File: src/rtl/pwm_dt_pkg.sv
// pwm_dt_pkg
// Shared definitions for the dead-time PWM core: the per-channel state
// encoding, the slot register map and the dead-time reset value.
// Optional feature macro used by the core: PWM_DT_FAULT_EN.
package pwm_dt_pkg;

  // Channel state: both dead-time states keep both gates off.
  typedef enum logic [2:0] {
    ST_IDLE  = 3'd0,
    ST_LO    = 3'd1,
    ST_DT_LH = 3'd2,
    ST_HI    = 3'd3,
    ST_DT_HL = 3'd4
  } ch_state_t;

  // Slot register map
  localparam logic [4:0] ADDR_DT        = 5'h00;
  localparam logic [4:0] ADDR_EN        = 5'h01;
  localparam logic [4:0] ADDR_STATUS    = 5'h02;
  localparam logic [4:0] ADDR_FAULT_CLR = 5'h03;

  // Dead-time value after reset (cycles of extra off time)
  localparam int DT_RESET = 16;

endpackage

File: src/rtl/pwm_dt_channel.sv
// pwm_dt_channel
// One complementary output channel: an FSM plus a dead-time down-counter
// that inserts dt+1 both-off cycles between the high and low gate drives.
// Ports:
//   clk, reset   - clock, synchronous active-high reset
//   run          - channel enabled and not halted; 0 forces IDLE
//   dt           - dead-time value loaded on entry to a dead-time state
//   pwm          - raw PWM input for this channel
//   gate_hi      - high-side gate drive (only in HI)
//   gate_lo      - low-side gate drive (only in LO)
module pwm_dt_channel
  import pwm_dt_pkg::*;
#(
  parameter int DT_W = 16
) (
  input  logic            clk,
  input  logic            reset,
  input  logic            run,
  input  logic [DT_W-1:0] dt,
  input  logic            pwm,
  output logic            gate_hi,
  output logic            gate_lo
);

  ch_state_t       state, next_state;
  logic [DT_W-1:0] cnt, next_cnt;

  // State and counter registers; reset abandons any count in progress.
  always_ff @(posedge clk) begin
    if (reset) begin
      state <= ST_IDLE;
      cnt   <= '0;
    end else begin
      state <= next_state;
      cnt   <= next_cnt;
    end
  end

  // Next-state logic. The dead-time value is sampled only on entry to a
  // dead-time state, so a later dt write never disturbs a running count.
  // A pwm reversal during dead time returns straight to the gate that was
  // on before, since the opposite gate has not been driven yet.
  always_comb begin
    next_state = state;
    next_cnt   = cnt;
    if (!run) begin
      next_state = ST_IDLE;
      next_cnt   = '0;
    end else begin
      case (state)
        ST_IDLE: begin
          next_state = pwm ? ST_DT_LH : ST_DT_HL;
          next_cnt   = dt;
        end
        ST_LO: begin
          if (pwm) begin
            next_state = ST_DT_LH;
            next_cnt   = dt;
          end
        end
        ST_HI: begin
          if (!pwm) begin
            next_state = ST_DT_HL;
            next_cnt   = dt;
          end
        end
        ST_DT_LH: begin
          if (!pwm)            next_state = ST_LO;
          else if (cnt == '0)  next_state = ST_HI;
          else                 next_cnt   = cnt - DT_W'(1);
        end
        ST_DT_HL: begin
          if (pwm)             next_state = ST_HI;
          else if (cnt == '0)  next_state = ST_LO;
          else                 next_cnt   = cnt - DT_W'(1);
        end
        default: begin
          next_state = ST_IDLE;
          next_cnt   = '0;
        end
      endcase
    end
  end

  // Gates decode from registered state only, so they can never overlap.
  assign gate_hi = (state == ST_HI);
  assign gate_lo = (state == ST_LO);

endmodule

File: src/rtl/pwm_deadtime_core.sv
// pwm_deadtime_core
// Dead-time insertion for CH complementary PWM channels with a small slot
// register interface (dead time, channel enables, fault status/clear).
// Optional feature macro: PWM_DT_FAULT_EN adds a synchronous fault input
// and a fault latch that holds every channel in IDLE until cleared.
// Ports:
//   clk, reset     - clock, synchronous active-high reset
//   cs, read, write, reg_addr, wr_data, rd_data - slot register access
//   pwm_in         - raw PWM, one bit per channel
//   fault          - (PWM_DT_FAULT_EN only) active-high fault request
//   gate_hi/gate_lo- high-side / low-side gate drives per channel
module pwm_deadtime_core
  import pwm_dt_pkg::*;
#(
  parameter int CH   = 6,
  parameter int DT_W = 16
) (
  input  logic          clk,
  input  logic          reset,
  input  logic          cs,
  input  logic          read,
  input  logic          write,
  input  logic [4:0]    reg_addr,
  input  logic [31:0]   wr_data,
  output logic [31:0]   rd_data,
  input  logic [CH-1:0] pwm_in,
`ifdef PWM_DT_FAULT_EN
  input  logic          fault,
`endif
  output logic [CH-1:0] gate_hi,
  output logic [CH-1:0] gate_lo
);

  logic [DT_W-1:0] dt_reg;
  logic [CH-1:0]   en_reg;
  logic            fault_latched;
  logic            halt;
  logic            wr_en;

  assign wr_en = cs & write;

  // The read strobe and upper address/data bits carry no information here.
  logic unused_inputs;
  assign unused_inputs = ^{read, reg_addr[4:2], wr_data};

  // Dead-time and enable registers.
  always_ff @(posedge clk) begin
    if (reset) begin
      dt_reg <= DT_W'(DT_RESET);
      en_reg <= '0;
    end else if (wr_en) begin
      case (reg_addr[1:0])
        ADDR_DT[1:0]: dt_reg <= wr_data[DT_W-1:0];
        ADDR_EN[1:0]: en_reg <= wr_data[CH-1:0];
        default: ;
      endcase
    end
  end

`ifdef PWM_DT_FAULT_EN
  // Fault latch: a live fault always wins over a clear request.
  always_ff @(posedge clk) begin
    if (reset)
      fault_latched <= 1'b0;
    else if (fault)
      fault_latched <= 1'b1;
    else if (wr_en && reg_addr[1:0] == ADDR_FAULT_CLR[1:0])
      fault_latched <= 1'b0;
  end

  // Raw fault is included so channels drop on the same edge the latch sets.
  assign halt = fault | fault_latched;
`else
  assign fault_latched = 1'b0;
  assign halt          = 1'b0;
`endif

  // Combinational read mux, zero-extended; the clear address reads 0.
  always_comb begin
    rd_data = '0;
    case (reg_addr[1:0])
      ADDR_DT[1:0]:     rd_data[DT_W-1:0] = dt_reg;
      ADDR_EN[1:0]:     rd_data[CH-1:0]   = en_reg;
      ADDR_STATUS[1:0]: rd_data[0]        = fault_latched;
      default:          rd_data           = '0;
    endcase
  end

  for (genvar i = 0; i < CH; i++) begin : g_ch
    pwm_dt_channel #(
      .DT_W(DT_W)
    ) u_ch (
      .clk     (clk),
      .reset   (reset),
      .run     (en_reg[i] & ~halt),
      .dt      (dt_reg),
      .pwm     (pwm_in[i]),
      .gate_hi (gate_hi[i]),
      .gate_lo (gate_lo[i])
    );
  end

endmodule

File: config.mk
export PLATFORM = sky130hd
export DESIGN_NAME = pwm_deadtime_core
export DESIGN_NICKNAME = d
export VERILOG_FILES = /design/src/rtl/pwm_dt_pkg.sv /design/src/rtl/pwm_dt_channel.sv /design/src/rtl/pwm_deadtime_core.sv
export SDC_FILE = /design/constraint.sdc
export NUM_CORES = 1
export LEC_CHECK = 0
export BUFFER_PORTS_ARGS = -buffer_cell sky130_fd_sc_hd__buf_2
export CAP_MARGIN = 0
export CORE_ASPECT_RATIO = 1.75
export CORE_MARGIN = 2
export CORE_UTILIZATION = 35
export DETAILED_ROUTE_END_ITERATION = 8
export PLACE_DENSITY = 0.61
export SYNTH_ARGS = -nofsm -noshare
export SYNTH_HDL_FRONTEND = slang
export SYNTH_SLANG_ARGS = --single-unit
export TNS_END_PERCENT = 50
File: constraint.sdc
create_clock -name clk -period 3.3 [get_ports clk]
set_clock_uncertainty 0.2 [all_clocks]
set_input_delay 0.66 -clock clk [delete_from_list [all_inputs] [get_ports clk]]
set_output_delay 0.66 -clock clk [all_outputs]
set_load 0.05 [all_outputs]
==> flow_metrics.env, run 1 <==
export IMPL_drt_iter0_drc=618
export IMPL_synth_area_leader_cell="dfxtp_1"
export IMPL_startpoint_type="flop"
export IMPL_maxCapViolations=0
export IMPL_ir_worst_vdd_mv=0.334
export IMPL_worst_slew_pin_slew_ns=0.908
export IMPL_tns_ns=0
export IMPL_drc=0
export IMPL_start_util_pct=35.7
export IMPL_worstSetupPathType="reg -> reg"
export IMPL_clock_latency_ns=0.43
export IMPL_ys_warn_count=0
export IMPL_async_flop_share_pct=0
export IMPL_final_antenna_net_count=0
export IMPL_die_y_um=208
export IMPL_grt_setup_unrepaired="no"
export IMPL_instances_no_fill=1445
export IMPL_synth_top_area_share_pct=32.7
export IMPL_r2r_end="g_ch[4].u_ch.cnt[13]$_SDFFE_PP0P_"
export IMPL_finalCriticalPeriod_ns=2.82
export IMPL_max_slew_margin_rel_pct=39.2
export IMPL_cts_inserted_buffers=17
export IMPL_cts_setup_buffers=0
export IMPL_worstSetupEndpointType="flop"
export IMPL_hold_worst_slack_ns=0.258
export IMPL_place_gp_congestion=0.882
export IMPL_hp_start="wr_data[6]"
export IMPL_num_rows=74
export IMPL_grt_pass1_vias=7606
export IMPL_dp_cells=1413
export IMPL_hold_path_class="in -> reg"
export IMPL_r2r_start="g_ch[4].u_ch.cnt[0]$_SDFFE_PP0P_"
export IMPL_syn_inst=1113
export IMPL_dp_hpwl_mm=17.9
export IMPL_postLayoutCellArea_mm2=0.00931
export IMPL_clock_sinks=136
export IMPL_worstHoldEndpoint="dt_reg[6]$_SDFFE_PP0P_"
export IMPL_cts_root_buf="clkbuf_16"
export IMPL_cts_resized=0
export IMPL_arrival_ns=2.94
export IMPL_p_per_area_mw_per_mm2=405
export IMPL_r2r_cells=9
export IMPL_synth_area_per_cell_um2=7.48
export IMPL_grt_pass1_wl_mm=40.1
export IMPL_synthToLayoutAreaGrowth_pct=11.9
export IMPL_synth_edf_count=0
export IMPL_critical_path_required_ns=3.43
export IMPL_r2r_setup_slack_ns=0.48
export IMPL_cpPeakStageDelay_ns=0.54
export IMPL_critPathSlowestCell="or4b_1"
export IMPL_drv_slew=0
export IMPL_yosysSeqAreaShare_pct=32.7
export IMPL_core_area_mm2=0.0233
export IMPL_clock_fmax_mhz=355
export IMPL_worstHoldPathCells=3
export IMPL_largest_register_ffs=96
export IMPL_post_place_ws_ns=0.520
export IMPL_wirelength_mm=25.3
export IMPL_fin_nets=1182
export IMPL_placement_cell_area_mm2=0.00876
export IMPL_setup_viol=0
export IMPL_firstDrtPassIters=4
export IMPL_antenna_found_initial=0
export IMPL_path_clk_slew_ns=0.06
export IMPL_fin_crit_sh_pct=85.3
export IMPL_io_pins=92
export IMPL_diodes=0
export IMPL_grt_start_max_net_pins=25
export IMPL_synthDistinctLibCells=73
export IMPL_portBuffers=55
export IMPL_via_per_inst=5.66
export IMPL_finalHoldViolations=0
export IMPL_synth_area_leaders="dfxtp_1, nand2_1, a21oi_1"
export IMPL_routedWlPerCell_um=17.5
export IMPL_crit_path_cell_trace="inv_1, ha_1, or4b_1, nand4bb_1, a311o_1, a21oi_2, buf_4, o21ai_0, o311ai_0"
export IMPL_drive_gt1_share_pct=13.4
export IMPL_syn_cell_area_mm2=0.00832
export IMPL_leakage_uw=0.00359
export IMPL_cts_hold_buffers=0
export IMPL_layout_setup_ws_ns=0.485
export IMPL_grt_util_all_layers_pct=20.2
export IMPL_outcome="complete, no violations"
export IMPL_die_width_um=121
export IMPL_synth_seq_cells=136
export IMPL_cts_tree="yes"
export IMPL_cts_buffer_depth=2
export IMPL_cts_htree_levels=4
export IMPL_dieArea_mm2=0.0251
export IMPL_vias=8178
export IMPL_cp_max_fo=9
export IMPL_synthFlopType="dfxtp_1"
export IMPL_grt_overflow_total=0
[metal layers]
layer / GRT usage, % / share of wire [%]
met1: 23.3 / 41
met2: 35.8 / 51
met3: 2.74 / 3.6
met4: 10.3 / 4.3
met5: 0 / 0
[critical path, delay by kind of cell, from the launching register on]
| family | cells | cell delay [ns] |
|---|---|---|
| compound gates | 4 | 0.80 |
| buf+inv | 2 | 0.31 |
| flops | 1 | 0.34 |
| simple gates | 2 | 0.84 |
| fa+ha+maj | 1 | 0.21 |
[placed cells by master (no fill, tap or decap), types with 7 or more instances in the layout]
master,instances
dfxtp_1,136
buf_4,37
a211oi_1,24
nand2_1,133
nor3b_1,9
a32oi_1,7
conb_1,16
nor2b_1,11
buf_2,55
a221oi_1,12
a31oi_1,8
clkbuf_16,17
o21ai_0,65
and2_1,18
xor2_1,22
nor2_1,111
o22ai_1,9
o31ai_1,7
o211ai_1,8
inv_1,33
a21o_1,7
nand2b_1,20
a22oi_1,27
mux2i_1,17
nor3_1,56
nand3_1,17
a21oi_1,94
o21ai_2,11
or4_1,7
and3_1,9
nor4_1,19
xnor2_1,13
[per-stage QoR]
| step | power (uW) | utilization [%] |
|---|---|---|
| 4_1_cts | 3800 | 39.9 |
| 3_3_place_gp | 1960 | 37.5 |
| 5_1_grt | 3880 | 39.9 |
| 2_1_floorplan | 1900 | - |
| 6_report | 3770 | 39.9 |
| 3_5_place_dp | 1960 | 37.5 |
[cell usage after synthesis (18+ instances only)]
cell type	count
a211oi_1	24
a21oi_1	94
a22oi_1	27
and2_1	18
buf_4	29
clkbuf_1	62
dfxtp_1	136
inv_1	33
nand2_1	133
nand2b_1	20
nor2_1	111
nor3_1	56
nor4_1	19
o21ai_0	65
xor2_1	22
[layout make-up]
type / instances / area (um^2)
fill: 2452 / 14000
timing repair buffer: 92 / 553
multi-input combinational: 848 / 4980
clock inverter: 14 / 128
clock buffer: 18 / 429
sequential: 136 / 2720
tap: 304 / 380
inverter: 33 / 124
[logic make-up (layout without fill, tap and decap cells)]
kind of cell	count (synthesis)	in the layout	share of synthesized area [%]
and+or+nand+nor	442	442	25.8
AOI/OAI and AO/OA	330	330	26.4
buffers and inverters	144	157	8.15
DFF	136	136	32.7
xor gates and xnor gates	35	35	3.68
muxes	19	19	2.32
adders and majority gates	6	6	0.902
other	1	16	0.0451
[worst max-delay path by stage]
stage                                                 from                           endpoint  slack, ns  cells after the start
after floorplan                                reg_addr[0]                         rd_data[0]       0.68                      3
after global placement    g_ch[4].u_ch.cnt[0]$_SDFFE_PP0P_  g_ch[4].u_ch.cnt[13]$_SDFFE_PP0P_       0.56                      9
after CTS                 g_ch[4].u_ch.cnt[0]$_SDFFE_PP0P_  g_ch[4].u_ch.cnt[13]$_SDFFE_PP0P_       0.50                      9
after global routing      g_ch[4].u_ch.cnt[0]$_SDFFE_PP0P_  g_ch[4].u_ch.cnt[13]$_SDFFE_PP0P_       0.23                      9
final                     g_ch[4].u_ch.cnt[0]$_SDFFE_PP0P_  g_ch[4].u_ch.cnt[13]$_SDFFE_PP0P_       0.48                      9
after detailed placement  g_ch[4].u_ch.cnt[0]$_SDFFE_PP0P_  g_ch[4].u_ch.cnt[13]$_SDFFE_PP0P_       0.52                      9
[where the power goes]
part	total, uW	switching [uW]	internal (uW)
combinational	258	177	81.2
sequential	1670	18.8	1650
clock	1840	802	1040
total	3770	997	2770
Power figures use the tool's default switching activity.
==> run 2: changes to the inputs <==
- PLACE_DENSITY: 0.61 -> 0.63
- clock period: 3.3 -> 2.3 ns (I/O delays scaled with it)
==> run 2 against run 1 <==
Net effect:
- the run now ends with negative setup slack left
- via count increased by 5.8%
- routed wire length is 6.2% higher
- flip-flop and latch count did not move
- combinational power up 71%
- sequential power grew 43%
- global-route usage is 1.0 points higher
- setup slack got worse by 0.55 ns
- critical path depth increased by 2
- power is 49% higher
- clock power grew 52%
- sequential share of layout area shrank 3.2 points
- core utilization is 5.2 points higher
==> flow_metrics.env, run 2 (synthesized netlist as in run 1, its figures left out) <==
export IMPL_diodes=0
export IMPL_via_per_inst=5.54
export IMPL_sw_frac_of_total_pct=24.5
export IMPL_p_per_area_mw_per_mm2=535
export IMPL_drt_iter0_drc=568
export IMPL_layout_setup_ws_ns=-0.0691
export IMPL_drc=0
export IMPL_path_clk_slew_ns=0.06
export IMPL_core_area_mm2=0.0233
export IMPL_critical_path_required_ns=2.47
export IMPL_cts_htree_levels=4
export IMPL_startpoint="g_ch[4].u_ch.cnt[0]$_SDFFE_PP0P_"
export IMPL_p_switching_uw=1380
export IMPL_leakage_uw=0.00427
export IMPL_setup_viol=11
export IMPL_io_pins=92
export IMPL_portBuffers=55
export IMPL_maxCapViolations=0
export IMPL_antenna_found_initial=0
export IMPL_largest_register_ffs=96
export IMPL_cts_inserted_buffers=17
export IMPL_startpoint_type="flop"
export IMPL_vias=8652
export IMPL_start_util_pct=35.7
export IMPL_cp_max_fo=8
export IMPL_path_buf_inv=4
export IMPL_cpPeakStageDelay_ns=0.47
export IMPL_grt_overflow_total=0
export IMPL_seqPwrFrac_pct=42.4
export IMPL_dp_hpwl_mm=19.5
export IMPL_clock_latency_ns=0.43
export IMPL_place_gp_congestion=0.893
export IMPL_ir_worst_vdd_mv=0.461
export IMPL_final_cell_mix="buf_4, nand2_1, dfxtp_1"
export IMPL_grt_pass1_vias=8222
export IMPL_cts_hold_buffers=0
export IMPL_routedWlPerCell_um=17.2
export IMPL_failed_checks="negative setup slack"
export IMPL_crit_path_cell_trace="inv_2, ha_4, or4b_4, buf_6, and4bb_2, o211ai_1, a21oi_2, buf_6, buf_6, nand2_1, o21ai_1"
export IMPL_grt_util_all_layers_pct=21.2
export IMPL_worstSetupEndpointType="flop"
export IMPL_wirelength_mm=26.9
export IMPL_cts_root_buf="clkbuf_16"
export IMPL_power_uw=5630
export IMPL_crit_path_frequent_cell="buf_6"
export IMPL_fin_nets=1299
export IMPL_synthToLayoutAreaGrowth_pct=26.5
export IMPL_firstDrtPassIters=5
export IMPL_p_int_uw=4250
export IMPL_clock_fmax_mhz=422
export IMPL_die_width_um=121
export IMPL_final_antenna_net_count=0
export IMPL_clock_sinks=136
export IMPL_max_slew_margin_rel_pct=54.8
export IMPL_die_y_um=208
export IMPL_grt_setup_unrepaired="yes"
export IMPL_finalHoldViolations=0
export IMPL_drv_slew=0
export IMPL_p_comb_share_pct=7.8
export IMPL_finalCriticalPeriod_ns=2.37
export IMPL_worst_slew_pin_slew_ns=0.677
export IMPL_cp_top_family="simple AND/OR/NAND/NOR gates"
export IMPL_hold_path_class="in -> reg"
export IMPL_outcome="finished with violations"
export IMPL_p_clk_share_pct=49.8
export IMPL_critPathSlowestCell="or4b_4"
export IMPL_tns_ns=-0.476
export IMPL_grt_start_max_net_pins=20
export IMPL_grt_pass1_wl_mm=42.0
export IMPL_final_common_cell="buf_4"
export IMPL_cts_tree="yes"
export IMPL_hold_worst_slack_ns=0.0727
export IMPL_arrival_ns=2.54
export IMPL_dieArea_mm2=0.0251
export IMPL_hp_start="wr_data[8]"
export IMPL_r2r_start="g_ch[4].u_ch.cnt[0]$_SDFFE_PP0P_"
export IMPL_r2r_setup_slack_ns=-0.07
export IMPL_drive_gt1_share_pct=25.3
export IMPL_fin_crit_sh_pct=103
export IMPL_worstSetupPathType="reg -> reg"
export IMPL_post_place_ws_ns=-0.121
export IMPL_num_rows=74
export IMPL_cts_buffer_depth=2
-- run 2: metrics by stage --
step	instance area (um^2)	instances	util [%]
after floorplan	8430	1128	-
after global placement	9650	1523	41.4
after detailed placement	9650	1523	41.4
after CTS	10300	1556	44.2
after global routing	10500	1561	45.1
final	10500	1561	45.1
-- run 2: worst min-delay path, stage by stage --
cell and delay [ns]:
buf_2 0.10, nand2_1 0.05, a21oi_1 0.05
-- run 2: cell type report --
| cell class | count | area (um^2) |
|---|---|---|
| Fill cell | 2301 | 12800 |
| Multi-Input combinational cell | 848 | 5190 |
| Sequential cell | 136 | 2740 |
| Timing Repair Buffer | 209 | 1500 |
| Clock buffer | 19 | 443 |
| Tap cell | 304 | 380 |
| Clock inverter | 12 | 153 |
| Inverter | 33 | 124 |
-- run 2: what timing repair did --
item	in CTS	in global routing
buffers inserted	2	5
pin swaps	7	17
gates resized for setup	15	48
endpoints found under the setup margin	37	76
-- run 2: worst paths after layout --
check                                            to  depth (start not counted)
setup / recovery   g_ch[4].u_ch.cnt[3]$_SDFFE_PP0P_                         11
hold / removal               dt_reg[8]$_SDFFE_PP0P_                          3
setup reg to reg   g_ch[4].u_ch.cnt[3]$_SDFFE_PP0P_                         11
hold reg to reg   g_ch[1].u_ch.cnt[15]$_SDFFE_PP0P_                          2
-- run 2: power by group through the flow --
| stage | clock network (uW) | logic (uW) | registers, uW |
|---|---|---|---|
| 2_1_floorplan | 0 | 297 | 2430 |
| 5_1_grt | 2930 | 471 | 2380 |
| 3_5_place_dp | 0 | 424 | 2430 |
| 3_3_place_gp | 0 | 420 | 2430 |
| 4_1_cts | 2850 | 428 | 2380 |
| 6_report | 2800 | 440 | 2380 |
-- run 2: metal layers --
layer  share of wire [%]  up-vias  GRT usage (%)
met5                   0        -              0
met4                 5.7        0           12.2
met3                 4.2       78           3.67
met2                  51      256           38.2
met1                  39     4082           22.9
li1                    -     4236              -
